$ cat src/rtl/prefetch_fetcher.sv
// prefetch_fetcher
//   Instruction fetcher with a small prefetch queue. A single-outstanding
//   read engine streams sequential instructions from program memory into a
//   FIFO of {address tag, instruction} entries. When the core asks for a PC,
//   the queue head is delivered if its tag matches. Otherwise the queue is
//   flushed and prefetching restarts at the requested PC.
//
// Parameters
//   PROGRAM_MEM_ADDR_BITS  program address width (also the width of current_pc)
//   PROGRAM_MEM_DATA_BITS  instruction width
//   QUEUE_DEPTH            queue entries, power of 2, >= 2
//
// Ports
//   clk, reset         clock (rising edge), synchronous active-high reset
//   core_state         3'b001 = FETCH request, 3'b010 = DECODE (release)
//   current_pc         PC the core wants delivered
//   mem_read_valid     read request, held until mem_read_ready
//   mem_read_address   address of the read request
//   mem_read_ready     request accepted / data valid this cycle
//   mem_read_data      returned instruction
//   fetcher_state      IDLE 000, FETCHING 001, FETCHED 010
//   instruction        last delivered instruction
//   queue_count        number of valid queue entries
//   flush_count        number of queue flushes
//   hit_count          deliveries made in the first FETCHING cycle
//
// Configuration
//   PREFETCH_FETCHER_STATS_EN  when defined, flush_count and hit_count are
//                              live 32-bit wrapping counters. Otherwise both
//                              are tied to zero.
module prefetch_fetcher #(
    parameter int PROGRAM_MEM_ADDR_BITS = 8,
    parameter int PROGRAM_MEM_DATA_BITS = 16,
    parameter int QUEUE_DEPTH           = 4
) (
    input  logic                                 clk,
    input  logic                                 reset,
    input  logic [2:0]                           core_state,
    input  logic [PROGRAM_MEM_ADDR_BITS-1:0]     current_pc,
    output logic                                 mem_read_valid,
    output logic [PROGRAM_MEM_ADDR_BITS-1:0]     mem_read_address,
    input  logic                                 mem_read_ready,
    input  logic [PROGRAM_MEM_DATA_BITS-1:0]     mem_read_data,
    output logic [2:0]                           fetcher_state,
    output logic [PROGRAM_MEM_DATA_BITS-1:0]     instruction,
    output logic [$clog2(QUEUE_DEPTH):0]         queue_count,
    output logic [31:0]                          flush_count,
    output logic [31:0]                          hit_count
);

    localparam int A     = PROGRAM_MEM_ADDR_BITS;
    localparam int D     = PROGRAM_MEM_DATA_BITS;
    localparam int PTR_W = $clog2(QUEUE_DEPTH);
    localparam logic [PTR_W:0] DEPTH_CNT = (PTR_W+1)'(QUEUE_DEPTH);

    typedef enum logic [2:0] {
        IDLE     = 3'b000,
        FETCHING = 3'b001,
        FETCHED  = 3'b010
    } state_t;

    state_t state, state_next;

    logic [A-1:0]     tag_mem  [QUEUE_DEPTH];
    logic [D-1:0]     data_mem [QUEUE_DEPTH];
    logic [PTR_W-1:0] rd_ptr, wr_ptr;
    logic [PTR_W:0]   count;
    logic [A-1:0]     prefetch_pc;
    logic             outstanding;
    logic             discard;      // in-flight read belongs to a flushed stream

    logic queue_empty, head_match;
    logic hit, flush, accept, push, issue;

    assign queue_empty = (count == '0);
    assign head_match  = (tag_mem[rd_ptr] == current_pc);

    // Next state and the per-cycle hit/flush decisions
    always_comb begin
        state_next = state;
        hit        = 1'b0;
        flush      = 1'b0;
        unique case (state)
            IDLE: begin
                if (core_state == 3'b001) state_next = FETCHING;
            end
            FETCHING: begin
                if (!queue_empty) begin
                    if (head_match) begin
                        hit        = 1'b1;
                        state_next = FETCHED;
                    end else begin
                        flush = 1'b1;
                    end
                end else if (!outstanding && prefetch_pc != current_pc) begin
                    // Empty queue and nothing in flight, but the stream
                    // points elsewhere: redirect now instead of waiting.
                    flush = 1'b1;
                end
            end
            FETCHED: begin
                if (core_state == 3'b010) state_next = IDLE;
            end
            default: state_next = IDLE;
        endcase
    end

    assign accept = outstanding && mem_read_ready;
    // A read completing in a flush cycle belongs to the old stream.
    assign push   = accept && !discard && !flush;
    // No issue in a flush cycle: prefetch_pc is about to be redirected.
    assign issue  = !outstanding && !flush && (count < DEPTH_CNT);

    always_ff @(posedge clk) begin
        if (reset) state <= IDLE;
        else       state <= state_next;
    end

    // Queue storage has no reset; entries are only read when count > 0.
    always_ff @(posedge clk) begin
        if (push) begin
            tag_mem[wr_ptr]  <= mem_read_address;
            data_mem[wr_ptr] <= mem_read_data;
        end
    end

    always_ff @(posedge clk) begin
        if (reset) begin
            outstanding      <= 1'b0;
            discard          <= 1'b0;
            mem_read_address <= '0;
            prefetch_pc      <= '0;
            rd_ptr           <= '0;
            wr_ptr           <= '0;
            count            <= '0;
            instruction      <= '0;
        end else begin
            if (accept) begin
                outstanding <= 1'b0;
                discard     <= 1'b0;
                // A discarded read must not advance the redirected stream.
                if (!discard) prefetch_pc <= prefetch_pc + 1'b1;
            end else if (issue) begin
                outstanding      <= 1'b1;
                mem_read_address <= prefetch_pc;
            end

            if (push) wr_ptr <= wr_ptr + 1'b1;

            if (hit) begin
                rd_ptr      <= rd_ptr + 1'b1;
                instruction <= data_mem[rd_ptr];
            end

            if (push && !hit)      count <= count + 1'b1;
            else if (hit && !push) count <= count - 1'b1;

            // Flush overrides the queue and stream updates above.
            if (flush) begin
                prefetch_pc <= current_pc;
                rd_ptr      <= '0;
                wr_ptr      <= '0;
                count       <= '0;
                discard     <= outstanding && !accept;
            end
        end
    end

    assign mem_read_valid = outstanding;
    assign fetcher_state  = state;
    assign queue_count    = count;

`ifdef PREFETCH_FETCHER_STATS_EN
    logic        first_cycle;   // high during the first FETCHING cycle
    logic [31:0] flush_cnt, hit_cnt;

    always_ff @(posedge clk) begin
        if (reset) begin
            first_cycle <= 1'b0;
            flush_cnt   <= '0;
            hit_cnt     <= '0;
        end else begin
            first_cycle <= (state == IDLE) && (state_next == FETCHING);
            if (flush)              flush_cnt <= flush_cnt + 1'b1;
            if (hit && first_cycle) hit_cnt   <= hit_cnt + 1'b1;
        end
    end

    assign flush_count = flush_cnt;
    assign hit_count   = hit_cnt;
`else
    assign flush_count = '0;
    assign hit_count   = '0;
`endif

endmodule

$ cat config.mk
export PLATFORM = sky130hd
export DESIGN_NAME = prefetch_fetcher
export DESIGN_NICKNAME = d
export VERILOG_FILES = /design/src/rtl/prefetch_fetcher.sv
export SDC_FILE = /design/constraint.sdc
export NUM_CORES = 1
export LEC_CHECK = 0
export BUFFER_PORTS_ARGS = -buffer_cell sky130_fd_sc_hd__buf_4
export CAP_MARGIN = 30
export CORE_ASPECT_RATIO = 0.75
export CORE_MARGIN = 1
export CORE_UTILIZATION = 40
export CTS_CLUSTER_SIZE = 12
export DETAILED_ROUTE_END_ITERATION = 8
export GPL_ROUTABILITY_DRIVEN = 0
export SLEW_MARGIN = 15
export SYNTH_ARGS = -nofsm -noshare
export SYNTH_HDL_FRONTEND = slang
export SYNTH_SLANG_ARGS = --single-unit
$ cat constraint.sdc
create_clock -name clk -period 4.96 [get_ports clk]
set_input_delay 0.248 -clock clk [delete_from_list [all_inputs] [get_ports clk]]
set_output_delay 0.248 -clock clk [all_outputs]
set_load 0.02 [all_outputs]
Yosys cells after proc, flatten, opt, wreduce, memory -nomap -nowiden
Memory sizes are Yosys's and may differ from the RTL's. A register that Yosys moved wholly into a read port is not among the register bits.
Index checks and enable logic that the tools add are counted.
Widths: inputs -> output; s select.
Cells by class
  add/subtract/negate cells: 5
  $lt $le $gt $ge: 1
  equality and inequality tests: 11
  muxes and demuxes: 23
  bitwise gates (word level): 1
  reductions and logical operators: 24
Operator list (count)
  $mux 8: 3
  $mux 3: 6
  $mux 1: 11
  $logic_and 1x1->1: 9
  $pmux 3 s3: 1
  $add 8x1->8 const B: 1
  $eq 8x8->1: 1
  $ne 2x2->1 const B: 4
  $ne 8x8->1: 1
  $eq 3x1->1 const B: 2
  $eq 3x2->1 const B: 2
  $logic_not 1->1: 6
  $logic_not 3->1: 2
  $add 2x1->2 const B: 2
  $mux 2: 2
  $reduce_and 2->1: 2
  $reduce_and 4->1: 1
  $reduce_bool 2->1: 2
  $reduce_or 2->1: 2
  $add 3x1->3 const B: 1
  $lt 3x3->1 const B: 1
  $sub 3x1->3 const B: 1
  $ne 2x1->1 const B: 1
  $not 1->1: 1
Word-level totals
  flip-flop bits (word level): 28
  memory bits (writable): 96
  bits of input ports: 30
  output and inout port bits: 95
  logic and storage cells: 75
  memories kept: 2
Memories
  data_mem: depth 4, width 16, read ports 1, clocked after memory_dff 1, wr ports 1, line 65  | logic [D-1:0] data_mem [QUEUE_DEPTH];
  tag_mem: depth 4, width 8, read ports 1, clocked after memory_dff 1, wr ports 1, line 64  | logic [A-1:0] tag_mem [QUEUE_DEPTH];

Longest topological paths before layout
Gate-level depths: netlist (run 1).
  depth after elaboration: 11
  mapped depth: 15
  gate-level depth less buffers: 13

Least setup slack after synthesis (run 1)
OpenSTA, ideal clock, no wires.
  path kind: register -> register
  from: register with a tool-made name
  to: register count[2], in the netlist queue_count[2]
  setup time: 0.131 ns
  data arrival time: 3.031 ns
  required time: 4.829 ns
  slack: 1.798 ns
  stages on the path, launching flop included: 16
  path buffers: 2
  period minus slack after synthesis: 3.162 ns
  cell sequence: dfxtp_1 -> buf_6 -> mux4_2 -> xnor2_1 -> nand4_2 -> a211oi_1 -> buf_2 -> nor2_1 -> nor3_1 -> ha_1 -> inv_1 -> fa_1 -> xor2_1 -> nor2_1 -> xnor2_1 -> nor3_1
RTL lines
  to (signal assigned): line 155  | if (push && !hit) count <= count + 1'b1;
  to (signal assigned): line 156  | else if (hit && !push) count <= count - 1'b1;
  to (decl): line 67  | logic [PTR_W:0] count;

==> results of run 1 <==
[flip-flops by register name, indices dropped and copies added, names as in the netlist, named ones only]
name and cells:
tag_mem 32, discard 1, wr_ptr 2, fetcher_state 2, prefetch_pc 8, instruction 16
mem_read_valid 1, queue_count 3, mem_read_address 8, rd_ptr 2, data_mem 64
[cell usage in the layout (no fill, tap or decap), types with 2 or more instances in the layout]
master      n
edfxtp_1   96
buf_4      68
conb_1     65
dfxtp_1    45
mux2i_1    32
nor2_1     24
mux4_2     22
xor2_1     17
nand2b_1   17
clkbuf_16  17
nor3_1     16
xnor2_1    12
a211oi_1    9
nand2_1     7
a21oi_1     7
ha_1        6
and3_1      5
nand3_1     4
inv_1       4
clkinv_2    4
clkbuf_1    3
bufinv_16   3
or3_1       2
nor4_1      2
o21ai_1     2
nand3b_1    2
clkinv_1    2
inv_6       2
[metal layers]
| layer | track usage | wire length (µm) | vias up |
|---|---|---|---|
| met3 | 0.0473 | 702 | 9 |
| met4 | 0.0429 | 74 | 0 |
| met5 | 0 | 0 | - |
| met1 | 0.220 | 5650 | 1652 |
| met2 | 0.228 | 5160 | 122 |
| li1 | - | - | 1570 |
[metrics by stage]
stage,cells,hold WS [ps],utilization
floorplan,493,347,-
global placement,677,450,0.446
detailed placement,678,453,0.446
CTS,710,24.5,0.486
global route,710,17.4,0.486
finish,710,40.3,0.486
[area by class of cell]
| cell class | count | area [µm²] | area share |
|---|---|---|---|
| Tap cell | 200 | 250 | 0.0349 |
| Inverter | 4 | 15.0 | 0.00209 |
| Sequential cell | 141 | 3780 | 0.527 |
| Timing Repair Buffer | 68 | 510 | 0.0711 |
| Clock buffer | 20 | 437 | 0.0608 |
| Clock inverter | 12 | 144 | 0.0200 |
| Multi-Input combinational cell | 265 | 2040 | 0.284 |
[how the worst min path moves through the flow]
stage | cells after the start | slack [ps] | endpoint
final | 1 | 40 | data_mem[3][9]
after global routing | 1 | 20 | data_mem[1][10]
after CTS | 1 | 20 | data_mem[3][9]
after detailed placement | 1 | 450 | data_mem[1][10]
after global placement | 1 | 450 | data_mem[3][10]
after floorplan | 0 | 350 | data_mem[0][0]
[cells by family after synthesis]
logic type,synth area share
mux,0.132
buf+inv,0.0982
simple gates,0.0732
xor+xnor,0.0410
fa+ha+maj,0.0154
flops,0.611
compound gates,0.0287
other cells,0.000606
[report_power, final]
part | total, mW | switching, mW | leakage (nW) | internal, mW
logic | 0.231 | 0.146 | 1.08 | 0.0849
clock network | 1.25 | 0.461 | 0.287 | 0.787
registers | 1.32 | 0.0287 | 1.22 | 1.29
total | 2.80 | 0.636 | 2.59 | 2.16
==> flow_summary.html, run 1 <==
<table>
<tr><th>Metric</th><th>Value</th></tr>
<tr><th colspan="2">Logic synthesis</th></tr>
<tr><td>Number of standard cells after synthesis</td><td>429</td></tr>
<tr><td>Cell with the most instances after synthesis</td><td>edfxtp_1</td></tr>
<tr><td>Sequential cell area fraction in the yosys report</td><td>0.611</td></tr>
<tr><td>Synthesized area divided by synthesized cell count</td><td>14.4 µm²</td></tr>
<tr><td>Share of synthesized flip-flops with an asynchronous set or reset</td><td>0</td></tr>
<tr><td>Count of synthesis-stage warnings from yosys</td><td>0</td></tr>
<tr><td>Most used standard cells in the synthesized netlist</td><td>edfxtp_1 (96), buf_4 (65), dfxtp_1 (45)</td></tr>
<tr><td>Most common flop cell mapped by yosys</td><td>edfxtp_1</td></tr>
<tr><td>Yosys top cell area share</td><td>0.466</td></tr>
<tr><td>Post-synthesis instance area</td><td>0.00619 mm²</td></tr>
<tr><td>Number of distinct standard cells referenced by the synthesized netlist</td><td>40</td></tr>
<tr><td>Flip-flop and latch count after synthesis</td><td>141</td></tr>
<tr><td>Cell type with the largest total area after synthesis</td><td>edfxtp_1</td></tr>
<tr><td>Top post-synthesis cells by area</td><td>edfxtp_1 (47%), dfxtp_1 (15%), mux4_2 (8.0%), buf_4 (7.9%), mux2i_1 (5.2%)</td></tr>
<tr><td>Number of synthesized flops with an enable pin</td><td>96</td></tr>
<tr><th colspan="2">Power and ir drop</th></tr>
<tr><td>Peak ir drop on the vdd network</td><td>0.257 mV</td></tr>
<tr><td>Overall power of the completed layout</td><td>2.80 mW</td></tr>
<tr><td>Leakage power summed over all cells</td><td>2.59 nW</td></tr>
<tr><td>Power per cell area</td><td>390 mW/mm²</td></tr>
<tr><th colspan="2">Placement</th></tr>
<tr><td>Post-detailed-placement half-perimeter wirelength</td><td>7540 µm</td></tr>
<tr><td>Number of port buffers</td><td>59</td></tr>
<tr><td>Worst slack at placement</td><td>1380 ps</td></tr>
<tr><td>Post-placement cell area</td><td>0.00660 mm²</td></tr>
<tr><th colspan="2">Global routing</th></tr>
<tr><td>Combined global-route utilization of all metal layers</td><td>0.154</td></tr>
<tr><td>Initial antenna violation count</td><td>0</td></tr>
<tr><td>First-pass GRT wire length</td><td>18100 µm</td></tr>
<tr><td>Vias in the first global route</td><td>3215</td></tr>
<tr><td>Remaining global-route overflow</td><td>0</td></tr>
<tr><td>Largest net degree at the start of global routing</td><td>53</td></tr>
<tr><th colspan="2">Timing</th></tr>
<tr><td>Timing-limited maximum frequency</td><td>280 MHz</td></tr>
<tr><td>Total setup violations reported at the end of the flow</td><td>0</td></tr>
<tr><td>Worst clock skew</td><td>11.9 ps</td></tr>
<tr><td>Hold Fails Final Rpt</td><td>0</td></tr>
<tr><td>Part of the cycle the worst path needs</td><td>0.720</td></tr>
<tr><td>Worst rel slew slack</td><td>0.375</td></tr>
<tr><td>PnR worst setup slack</td><td>1390 ps</td></tr>
<tr><td>Slew at the pin with the worst max-slew slack</td><td>936 ps</td></tr>
<tr><td>Final number of max-transition violations</td><td>0</td></tr>
<tr><td>Final critical path time including I/O delays and setup</td><td>3570 ps</td></tr>
<tr><td>Total negative slack for setup checks</td><td>0 ps</td></tr>
<tr><td>Setup repair after global routing missed its margin</td><td>false</td></tr>
<tr><th colspan="2">Critical path</th></tr>
<tr><td>Type of element capturing the critical path</td><td>register</td></tr>
<tr><td>Reg-to-reg slack, setup</td><td>1390 ps</td></tr>
<tr><td>RR Endpoint</td><td>queue_count[2]</td></tr>
<tr><td>Cells on worst reg2reg path</td><td>14</td></tr>
<tr><td>Worst path required time</td><td>5230 ps</td></tr>
<tr><td>Largest fanout on the critical path</td><td>11</td></tr>
<tr><td>Family of cells with the greatest summed delay on the critical path</td><td>simple AND/OR/NAND/NOR gates</td></tr>
<tr><td>Startpoint Class</td><td>register</td></tr>
<tr><td>Logic depth of the worst setup path including buffers</td><td>14</td></tr>
<tr><td>Highest cell delay on the worst timing path</td><td>600 ps</td></tr>
<tr><td>Worst path bufs/invs</td><td>2</td></tr>
<tr><td>Cells traversed along the worst timing path</td><td>mux4_2 -&gt; xnor2_1 -&gt; nand4_2 -&gt; a211oi_1 -&gt; buf_4 -&gt; nor2_1 -&gt; nor3_1 -&gt; ha_1 -&gt; inv_1 -&gt; fa_1 -&gt; xor2_1 -&gt; nor2_1 -&gt; xnor2_1 -&gt; nor3_1</td></tr>
<tr><td>WS Path Type</td><td>reg -&gt; reg</td></tr>
<tr><td>Data arrival time of the worst path</td><td>3840 ps</td></tr>
<tr><td>Worst-path cell with the longest stage delay</td><td>dfxtp_1</td></tr>
<tr><td>Worst setup path endpoint</td><td>queue_count[2]</td></tr>
<tr><th colspan="2">Routing</th></tr>
<tr><td>Initial drt markers</td><td>197</td></tr>
<tr><td>Routed WL</td><td>11600 µm</td></tr>
<tr><td>Post-route DRC violation count</td><td>0</td></tr>
<tr><td>Number of vias per cell after detailed routing</td><td>4.72</td></tr>
<tr><td>Detailed-route via count</td><td>3353</td></tr>
<tr><td>Remaining number of nets flagged by the antenna check after routing</td><td>0</td></tr>
<tr><td>Wire per inst</td><td>16.3 µm</td></tr>
<tr><td>First-pass DRT Iterations</td><td>4</td></tr>
<tr><th colspan="2">Floorplanning</th></tr>
<tr><td>Horizontal die dimension</td><td>146 µm</td></tr>
<tr><td>Die Area</td><td>0.0160 mm²</td></tr>
<tr><td>Num rows</td><td>38</td></tr>
<tr><td>Effective utilization at floorplan</td><td>0.419</td></tr>
<tr><td>Die span in y</td><td>110 µm</td></tr>
<tr><td>I/O pin count</td><td>125</td></tr>
<tr><td>Area of the core</td><td>0.0148 mm²</td></tr>
<tr><th colspan="2">Clocking</th></tr>
<tr><td>H-Tree Depth</td><td>4</td></tr>
<tr><td>Number of hold buffers added after CTS</td><td>0</td></tr>
<tr><td>TritonCTS clock tree</td><td>done</td></tr>
<tr><td>Register clock-pin slew on the reported worst setup and hold paths</td><td>60 ps</td></tr>
<tr><td>Total CTS buffers</td><td>17</td></tr>
<tr><td>Skew-Pair Late Insertion Delay</td><td>410 ps</td></tr>
<tr><td>Resize count post-CTS</td><td>0</td></tr>
<tr><td>Post-CTS setup buffers</td><td>0</td></tr>
<tr><td>Number of clock sinks</td><td>141</td></tr>
<tr><td>Clock root buffer</td><td>clkbuf_16</td></tr>
<tr><td>Deepest clock path buffer count</td><td>2</td></tr>
<tr><th colspan="2">Status</th></tr>
<tr><td>Result of the run</td><td>finished clean</td></tr>
<tr><th colspan="2">Layout</th></tr>
<tr><td>Number of inserted diodes</td><td>0</td></tr>
<tr><td>Fraction of layout cells with a size suffix above 1</td><td>0.235</td></tr>
<tr><td>Fill cell count</td><td>1316</td></tr>
<tr><td>Layout Area Growth over Synthesis</td><td>16.0%</td></tr>
<tr><td>Post-route cell area</td><td>0.00718 mm²</td></tr>
<tr><td>Total Nets Final</td><td>534</td></tr>
<tr><th colspan="2">Job</th></tr>
<tr><td>Number of maximum-capacitance violations</td><td>0</td></tr>
<tr><th colspan="2">Min path</th></tr>
<tr><td>HP Start</td><td>mem_read_data[9]</td></tr>
<tr><td>Path class of the lowest-slack min-delay path</td><td>in -&gt; reg</td></tr>
</table>
No activity file was read; power rests on OpenSTA's default activity.
==> run 2, diff against run 1 <==
==> constraint.sdc (replaced) <==
create_clock -name clk -period 3.1 [get_ports clk]
set_input_delay 0.155 -clock clk [delete_from_list [all_inputs] [get_ports clk]]
set_output_delay 0.155 -clock clk [all_outputs]
set_load 0.02 [all_outputs]
==> run 2 against run 1 <==
Cell count rose by 4.8%; via count increased by 3.5%; setup slack worse by 1200 ps; highest routed layer unchanged; largest cell class unchanged; clock-buffer cell count shrank 3; critical path type unchanged; clock skew is 1.1 ps lower; critical path depth fell by 1; non-clock buffer count rose by 34; flip-flop and latch count is the same; critical endpoint unchanged.
==> flow_summary.html, run 2 (synthesis results as in run 1) <==
<table>
<tr><th>Metric</th><th>Value</th></tr>
<tr><th colspan="2">Layout</th></tr>
<tr><td>Largest register by flop count</td><td>data_mem</td></tr>
<tr><td>Commonest non-fill, non-tap cells in the layout</td><td>edfxtp_1 (96), buf_4 (79), conb_1 (65)</td></tr>
<tr><td>Number of inserted diodes</td><td>0</td></tr>
<tr><td>Cell Count, Final, Fillers Out</td><td>744</td></tr>
<tr><td>Total Nets Final</td><td>568</td></tr>
<tr><td>Post-route cell area</td><td>0.00766 mm²</td></tr>
<tr><td>Max FFs per register</td><td>64</td></tr>
<tr><td>Fill cell count</td><td>1276</td></tr>
<tr><td>Layout Area Growth over Synthesis</td><td>23.7%</td></tr>
<tr><td>Leading cell type in the layout, fill and taps excluded</td><td>edfxtp_1</td></tr>
<tr><td>Fraction of layout cells with a size suffix above 1</td><td>0.281</td></tr>
<tr><td>Leading registers by flop count</td><td>data_mem: 64 flops, tag_mem: 32 flops, instruction: 16 flops</td></tr>
<tr><th colspan="2">Timing</th></tr>
<tr><td>PnR worst setup slack</td><td>177 ps</td></tr>
<tr><td>Timing-limited maximum frequency</td><td>342 MHz</td></tr>
<tr><td>Worst clock skew</td><td>10.8 ps</td></tr>
<tr><td>Slew at the pin with the worst max-slew slack</td><td>940 ps</td></tr>
<tr><td>Final critical path time including I/O delays and setup</td><td>2920 ps</td></tr>
<tr><td>Hold Fails Final Rpt</td><td>0</td></tr>
<tr><td>Final number of max-transition violations</td><td>0</td></tr>
<tr><td>Part of the cycle the worst path needs</td><td>0.943</td></tr>
<tr><td>Total setup violations reported at the end of the flow</td><td>0</td></tr>
<tr><td>Worst rel slew slack</td><td>0.373</td></tr>
<tr><th colspan="2">Placement</th></tr>
<tr><td>Post-detailed-placement half-perimeter wirelength</td><td>7950 µm</td></tr>
<tr><td>Worst slack at placement</td><td>-136 ps</td></tr>
<tr><td>Post-placement cell area</td><td>0.00680 mm²</td></tr>
<tr><td>Number of port buffers</td><td>59</td></tr>
<tr><td>Cell count after placement</td><td>694</td></tr>
<tr><th colspan="2">Clocking</th></tr>
<tr><td>H-Tree Depth</td><td>4</td></tr>
<tr><td>Skew-Pair Late Insertion Delay</td><td>420 ps</td></tr>
<tr><td>Number of clock sinks</td><td>141</td></tr>
<tr><td>Clock root buffer</td><td>clkbuf_16</td></tr>
<tr><td>Register clock-pin slew on the reported worst setup and hold paths</td><td>60 ps</td></tr>
<tr><td>Total CTS buffers</td><td>17</td></tr>
<tr><td>TritonCTS clock tree</td><td>done</td></tr>
<tr><td>Deepest clock path buffer count</td><td>2</td></tr>
<tr><th colspan="2">Min path</th></tr>
<tr><td>Number of instances on the worst hold path</td><td>3</td></tr>
<tr><td>HP Start</td><td>mem_read_ready</td></tr>
<tr><td>Path class of the lowest-slack min-delay path</td><td>in -&gt; reg</td></tr>
<tr><td>Endpoint of the worst hold-timing path</td><td>mem_read_valid</td></tr>
<tr><th colspan="2">Critical path</th></tr>
<tr><td>RR Endpoint</td><td>queue_count[2]</td></tr>
<tr><td>Largest fanout on the critical path</td><td>7</td></tr>
<tr><td>Startpoint Class</td><td>register</td></tr>
<tr><td>Type of element capturing the critical path</td><td>register</td></tr>
<tr><td>Cells on worst reg2reg path</td><td>13</td></tr>
<tr><td>Worst path required time</td><td>3370 ps</td></tr>
<tr><td>WS Path Type</td><td>reg -&gt; reg</td></tr>
<tr><td>Data arrival time of the worst path</td><td>3190 ps</td></tr>
<tr><td>Reg-to-reg slack, setup</td><td>180 ps</td></tr>
<tr><th colspan="2">Floorplanning</th></tr>
<tr><td>Die span in y</td><td>110 µm</td></tr>
<tr><td>Num rows</td><td>38</td></tr>
<tr><td>Effective utilization at floorplan</td><td>0.419</td></tr>
<tr><td>Die Area</td><td>0.0160 mm²</td></tr>
<tr><td>I/O pin count</td><td>125</td></tr>
<tr><td>Area of the core</td><td>0.0148 mm²</td></tr>
<tr><td>Horizontal die dimension</td><td>146 µm</td></tr>
<tr><th colspan="2">Power and ir drop</th></tr>
<tr><td>Power per cell area</td><td>603 mW/mm²</td></tr>
<tr><td>Share of power burned in registers</td><td>0.456</td></tr>
<tr><td>Leakage power summed over all cells</td><td>2.81 nW</td></tr>
<tr><td>Peak ir drop on the vdd network</td><td>0.357 mV</td></tr>
<tr><td>Net Sw Power</td><td>1.09 mW</td></tr>
<tr><td>Internal power</td><td>3.52 mW</td></tr>
<tr><td>Gate power share</td><td>0.093</td></tr>
<tr><td>Share of total power in the clock network</td><td>0.450</td></tr>
<tr><td>Fraction of power spent switching nets</td><td>0.237</td></tr>
<tr><th colspan="2">Global routing</th></tr>
<tr><td>Remaining global-route overflow</td><td>0</td></tr>
<tr><td>Initial antenna violation count</td><td>0</td></tr>
<tr><td>Combined global-route utilization of all metal layers</td><td>0.156</td></tr>
<tr><td>Largest net degree at the start of global routing</td><td>53</td></tr>
<tr><td>Vias in the first global route</td><td>3310</td></tr>
<tr><td>First-pass GRT wire length</td><td>18400 µm</td></tr>
<tr><th colspan="2">Routing</th></tr>
<tr><td>Detailed-route via count</td><td>3471</td></tr>
<tr><td>Wire per inst</td><td>16.0 µm</td></tr>
<tr><td>Post-route DRC violation count</td><td>0</td></tr>
<tr><td>Number of vias per cell after detailed routing</td><td>4.67</td></tr>
<tr><td>Initial drt markers</td><td>160</td></tr>
<tr><td>Remaining number of nets flagged by the antenna check after routing</td><td>0</td></tr>
<tr><td>Routed WL</td><td>11900 µm</td></tr>
<tr><td>First-pass DRT Iterations</td><td>4</td></tr>
<tr><th colspan="2">Status</th></tr>
<tr><td>Result of the run</td><td>finished clean</td></tr>
<tr><th colspan="2">Job</th></tr>
<tr><td>Number of maximum-capacitance violations</td><td>0</td></tr>
</table>
## run 2: power groups by stage
stage / clock [mW] / combinational, mW / sequential, mW
final: 2.08 / 0.431 / 2.11
after global routing: 2.20 / 0.467 / 2.11
after CTS: 2.12 / 0.420 / 2.11
after detailed placement: 0 / 0.401 / 2.15
after global placement: 0 / 0.394 / 2.14
after floorplan: 0 / 0.304 / 2.15
## run 2: cell type report
cell class / count / area, µm² / share of cell area
clock inverters: 15 / 183 / 0.0239
inverters: 4 / 15.0 / 0.00196
multi-input cells: 265 / 2100 / 0.275
flip-flops and latches: 141 / 3790 / 0.495
repair buffers: 102 / 893 / 0.117
clock buffers: 17 / 425 / 0.0556
well taps: 200 / 250 / 0.0327
## run 2: worst max path at each step
| stage | cells past startpoint | slack (ps) | to | startpoint |
|---|---|---|---|---|
| finish | 13 | 180 | queue_count[2] | register |
| global route | 13 | -30 | queue_count[2] | register |
| CTS | 13 | 20 | queue_count[2] | register |
| detailed placement | 13 | -140 | queue_count[2] | register |
| global placement | 13 | -30 | queue_count[2] | register |
| floorplan | 15 | 20 | queue_count[2] | register |
## run 2: critical path: stages (launching register included)
cell	delay, ps
dfxtp_4	420
mux4_2	540
xnor2_2	150
nand4_2	160
a211oi_2	290
nor2_2	80
nor3_2	130
ha_2	210
inv_1	50
fa_2	330
xor2_1	140
nor2_1	110
xnor2_1	130
nor3_1	60
## run 2: stage by stage
step / total power, mW / utilization / hold WS [ps] / TNS (ps)
finish: 4.61 / 0.518 / 24.1 / 0
global route: 4.78 / 0.518 / 26.6 / -31.6
CTS: 4.65 / 0.512 / 6.59 / 0
detailed placement: 2.55 / 0.460 / 358 / -136
global placement: 2.54 / 0.460 / 357 / -29.0
floorplan: 2.46 / - / 254 / 0
## run 2: per-layer routing
| layer | vias to the layer above | wire length (µm) | GRT usage | share of wire |
|---|---|---|---|---|
| li1 | 1644 | - | - | - |
| met1 | 1691 | 5640 | 0.212 | 0.47 |
| met2 | 119 | 5320 | 0.233 | 0.45 |
| met3 | 17 | 763 | 0.0473 | 0.064 |
| met4 | 0 | 161 | 0.0647 | 0.014 |
| met5 | - | 0 | 0 | 0 |
## run 2: repair_timing
action | in CTS | in global routing
pin swaps | 0 | 2
buffers inserted | 0 | 2
hold endpoints to repair | 64 | 0
hold buffers | 16 | 0
setup endpoints to repair | 1 | 2
resized for setup | 1 | 11
==> run 3, diff against run 2 <==
--- a/config.mk
+++ b/config.mk
@@ -13,6 +13,7 @@
 export CTS_CLUSTER_SIZE = 12
 export DETAILED_ROUTE_END_ITERATION = 8
 export GPL_ROUTABILITY_DRIVEN = 0
+export SKIP_LAST_GASP = 1
 export SLEW_MARGIN = 15
 export SYNTH_ARGS = -nofsm -noshare
 export SYNTH_HDL_FRONTEND = slang
==> constraint.sdc (replaced) <==
create_clock -name clk -period 3.1 [get_ports clk]
set_input_delay 0.62 -clock clk [delete_from_list [all_inputs] [get_ports clk]]
set_output_delay 0.62 -clock clk [all_outputs]
set_load 0.02 [all_outputs]
==> run 3 against run 2 <==
Flip-flop and latch count unchanged; critical path depth unchanged; routed wire length down 2.2%; largest cell class unchanged; highest routed layer unchanged.
==> flow_summary.html, run 3 (synthesis results as in run 1) <==
<table>
<tr><th>Metric</th><th>Value</th></tr>
<tr><th colspan="2">Critical path</th></tr>
<tr><td>Worst-path cell with the longest stage delay</td><td>mux4_2</td></tr>
<tr><td>Highest cell delay on the worst timing path</td><td>550 ps</td></tr>
<tr><td>RR Endpoint</td><td>queue_count[2]</td></tr>
<tr><td>Startpoint Class</td><td>register</td></tr>
<tr><td>Cells traversed along the worst timing path</td><td>mux4_2 -&gt; xnor2_2 -&gt; nand4_2 -&gt; a211oi_2 -&gt; nor2_1 -&gt; nor3_2 -&gt; ha_2 -&gt; inv_1 -&gt; fa_1 -&gt; xor2_1 -&gt; nor2_1 -&gt; xnor2_1 -&gt; nor3_1</td></tr>
<tr><td>Cells on worst reg2reg path</td><td>13</td></tr>
<tr><td>Data arrival time of the worst path</td><td>3250 ps</td></tr>
<tr><td>Type of element capturing the critical path</td><td>register</td></tr>
<tr><td>Worst path required time</td><td>3370 ps</td></tr>
<tr><td>Largest fanout on the critical path</td><td>6</td></tr>
<tr><td>Reg-to-reg slack, setup</td><td>120 ps</td></tr>
<tr><td>Most frequent cell on the critical path</td><td>nor2_1</td></tr>
<tr><td>WS Path Type</td><td>reg -&gt; reg</td></tr>
<tr><th colspan="2">Layout</th></tr>
<tr><td>Fraction of layout cells with a size suffix above 1</td><td>0.285</td></tr>
<tr><td>Commonest non-fill, non-tap cells in the layout</td><td>edfxtp_1 (96), buf_4 (81), conb_1 (65)</td></tr>
<tr><td>Fill cell count</td><td>1259</td></tr>
<tr><td>Post-route cell area</td><td>0.00746 mm²</td></tr>
<tr><td>Leading registers by flop count</td><td>data_mem: 64 flops, tag_mem: 32 flops, instruction: 16 flops</td></tr>
<tr><td>Final core area utilization</td><td>0.505</td></tr>
<tr><td>Cell Count, Final, Fillers Out</td><td>730</td></tr>
<tr><td>Layout Area Growth over Synthesis</td><td>20.5%</td></tr>
<tr><td>Max FFs per register</td><td>64</td></tr>
<tr><td>Leading cell type in the layout, fill and taps excluded</td><td>edfxtp_1</td></tr>
<tr><td>Largest register by flop count</td><td>data_mem</td></tr>
<tr><td>Total Nets Final</td><td>554</td></tr>
<tr><td>Number of inserted diodes</td><td>0</td></tr>
<tr><th colspan="2">Timing</th></tr>
<tr><td>Timing-limited maximum frequency</td><td>336 MHz</td></tr>
<tr><td>Worst clock skew</td><td>9.66 ps</td></tr>
<tr><td>Part of the cycle the worst path needs</td><td>0.960</td></tr>
<tr><td>Total setup violations reported at the end of the flow</td><td>0</td></tr>
<tr><td>Slew at the pin with the worst max-slew slack</td><td>947 ps</td></tr>
<tr><td>Setup repair after global routing missed its margin</td><td>true</td></tr>
<tr><td>Hold Fails Final Rpt</td><td>0</td></tr>
<tr><td>Worst rel slew slack</td><td>0.368</td></tr>
<tr><td>Final number of max-transition violations</td><td>0</td></tr>
<tr><td>Final critical path time including I/O delays and setup</td><td>2980 ps</td></tr>
<tr><td>Fin Hold WS</td><td>407 ps</td></tr>
<tr><th colspan="2">Clocking</th></tr>
<tr><td>Clock root buffer</td><td>clkbuf_16</td></tr>
<tr><td>Number of clock sinks</td><td>141</td></tr>
<tr><td>TritonCTS clock tree</td><td>done</td></tr>
<tr><td>Register clock-pin slew on the reported worst setup and hold paths</td><td>60 ps</td></tr>
<tr><td>Total CTS buffers</td><td>17</td></tr>
<tr><td>Deepest clock path buffer count</td><td>2</td></tr>
<tr><td>Number of hold buffers added after CTS</td><td>0</td></tr>
<tr><td>Skew-Pair Late Insertion Delay</td><td>410 ps</td></tr>
<tr><td>H-Tree Depth</td><td>4</td></tr>
<tr><th colspan="2">Routing</th></tr>
<tr><td>Remaining number of nets flagged by the antenna check after routing</td><td>0</td></tr>
<tr><td>Routed WL</td><td>11600 µm</td></tr>
<tr><td>Detailed-route via count</td><td>3414</td></tr>
<tr><td>Number of vias per cell after detailed routing</td><td>4.68</td></tr>
<tr><td>Initial drt markers</td><td>154</td></tr>
<tr><td>Post-route DRC violation count</td><td>0</td></tr>
<tr><td>Wire per inst</td><td>15.9 µm</td></tr>
<tr><td>First-pass DRT Iterations</td><td>4</td></tr>
<tr><th colspan="2">Global routing</th></tr>
<tr><td>Initial antenna violation count</td><td>0</td></tr>
<tr><td>Remaining global-route overflow</td><td>0</td></tr>
<tr><td>Largest net degree at the start of global routing</td><td>53</td></tr>
<tr><td>Vias in the first global route</td><td>3335</td></tr>
<tr><td>Combined global-route utilization of all metal layers</td><td>0.154</td></tr>
<tr><td>First-pass GRT wire length</td><td>18000 µm</td></tr>
<tr><th colspan="2">Placement</th></tr>
<tr><td>Cell count after placement</td><td>696</td></tr>
<tr><td>Number of port buffers</td><td>59</td></tr>
<tr><td>Post-detailed-placement half-perimeter wirelength</td><td>7870 µm</td></tr>
<tr><td>Post-placement cell area</td><td>0.00681 mm²</td></tr>
<tr><th colspan="2">Floorplanning</th></tr>
<tr><td>I/O pin count</td><td>125</td></tr>
<tr><td>Area of the core</td><td>0.0148 mm²</td></tr>
<tr><td>Die Area</td><td>0.0160 mm²</td></tr>
<tr><td>Die span in y</td><td>110 µm</td></tr>
<tr><td>Effective utilization at floorplan</td><td>0.419</td></tr>
<tr><td>Num rows</td><td>38</td></tr>
<tr><td>Horizontal die dimension</td><td>146 µm</td></tr>
<tr><th colspan="2">Min path</th></tr>
<tr><td>Endpoint of the worst hold-timing path</td><td>data_mem[2][9]</td></tr>
<tr><td>Path class of the lowest-slack min-delay path</td><td>in -&gt; reg</td></tr>
<tr><td>HP Start</td><td>mem_read_data[9]</td></tr>
<tr><td>Number of instances on the worst hold path</td><td>1</td></tr>
<tr><th colspan="2">Job</th></tr>
<tr><td>Number of maximum-capacitance violations</td><td>0</td></tr>
<tr><th colspan="2">Power and ir drop</th></tr>
<tr><td>Gate power share</td><td>0.091</td></tr>
<tr><td>Share of power burned in registers</td><td>0.468</td></tr>
<tr><td>Overall power of the completed layout</td><td>4.51 mW</td></tr>
<tr><td>Fraction of power spent switching nets</td><td>0.240</td></tr>
<tr><td>Leakage power summed over all cells</td><td>2.71 nW</td></tr>
<tr><td>Net Sw Power</td><td>1.08 mW</td></tr>
<tr><td>Internal power</td><td>3.42 mW</td></tr>
<tr><td>Share of total power in the clock network</td><td>0.442</td></tr>
<tr><td>Power per cell area</td><td>604 mW/mm²</td></tr>
<tr><td>Peak ir drop on the vdd network</td><td>0.386 mV</td></tr>
<tr><th colspan="2">Status</th></tr>
<tr><td>Result of the run</td><td>finished clean</td></tr>
</table>
## run 3: worst max-delay path by stage
stage,start,endpoint,slack (ps),cells after the start
2_1_floorplan,register,queue_count[2],20,15
3_3_place_gp,current_pc[5],queue_count[2],-60,15
3_5_place_dp,register,queue_count[2],-160,13
4_1_cts,register,queue_count[2],70,13
5_1_grt,register,queue_count[2],-80,13
6_report,register,queue_count[2],120,13
## run 3: final cells by class
class                   count  area, µm²  share of cell area
inverters                   4       15.0             0.00201
multi-input cells         265       2070               0.278
flip-flops and latches    141       3790               0.508
clock buffers              18        429              0.0575
well taps                 200        250              0.0335
repair buffers             88        748               0.100
clock inverters            14        158              0.0211
## run 3: repair_timing
action	4_1_cts	5_1_grt
gates cloned	0	0
pin swaps	0	3
gates resized for setup	2	5
buffers inserted	0	2
endpoints found under the setup margin	1	1
## run 3: layer usage
| metal | up-vias | routed length (µm) | track usage | share of wire |
|---|---|---|---|---|
| met5 | - | 0 | 0 | 0 |
| met4 | 0 | 135 | 0.0594 | 0.012 |
| met3 | 15 | 629 | 0.0436 | 0.054 |
| met2 | 101 | 5280 | 0.236 | 0.45 |
| met1 | 1682 | 5580 | 0.208 | 0.48 |
| li1 | 1616 | - | - | - |
## run 3: worst max-delay path: cells and delay by family (launching register included)
kind / cells / cell delay (ps)
adders and majority gates: 2 / 570
and+or+nand+nor: 5 / 560
muxes: 1 / 550
xor gates and xnor gates: 3 / 430
DFF: 1 / 410
AOI/OAI and AO/OA: 1 / 270
buffers and inverters: 1 / 50
## run 3: stage by stage
step                setup slack [ps]  TNS (ps)
floorplan                       22.8         0
global placement               -63.8     -63.8
detailed placement              -158      -158
CTS                             74.6         0
global route                   -79.2     -79.2
finish                           123         0
## run 3: power groups by stage
stage	clock network (mW)	registers [mW]	logic [mW]
after floorplan	0	2.15	0.304
after global placement	0	2.14	0.395
after detailed placement	0	2.15	0.401
after CTS	2.04	2.11	0.402
after global routing	2.12	2.11	0.444
final	1.99	2.11	0.408
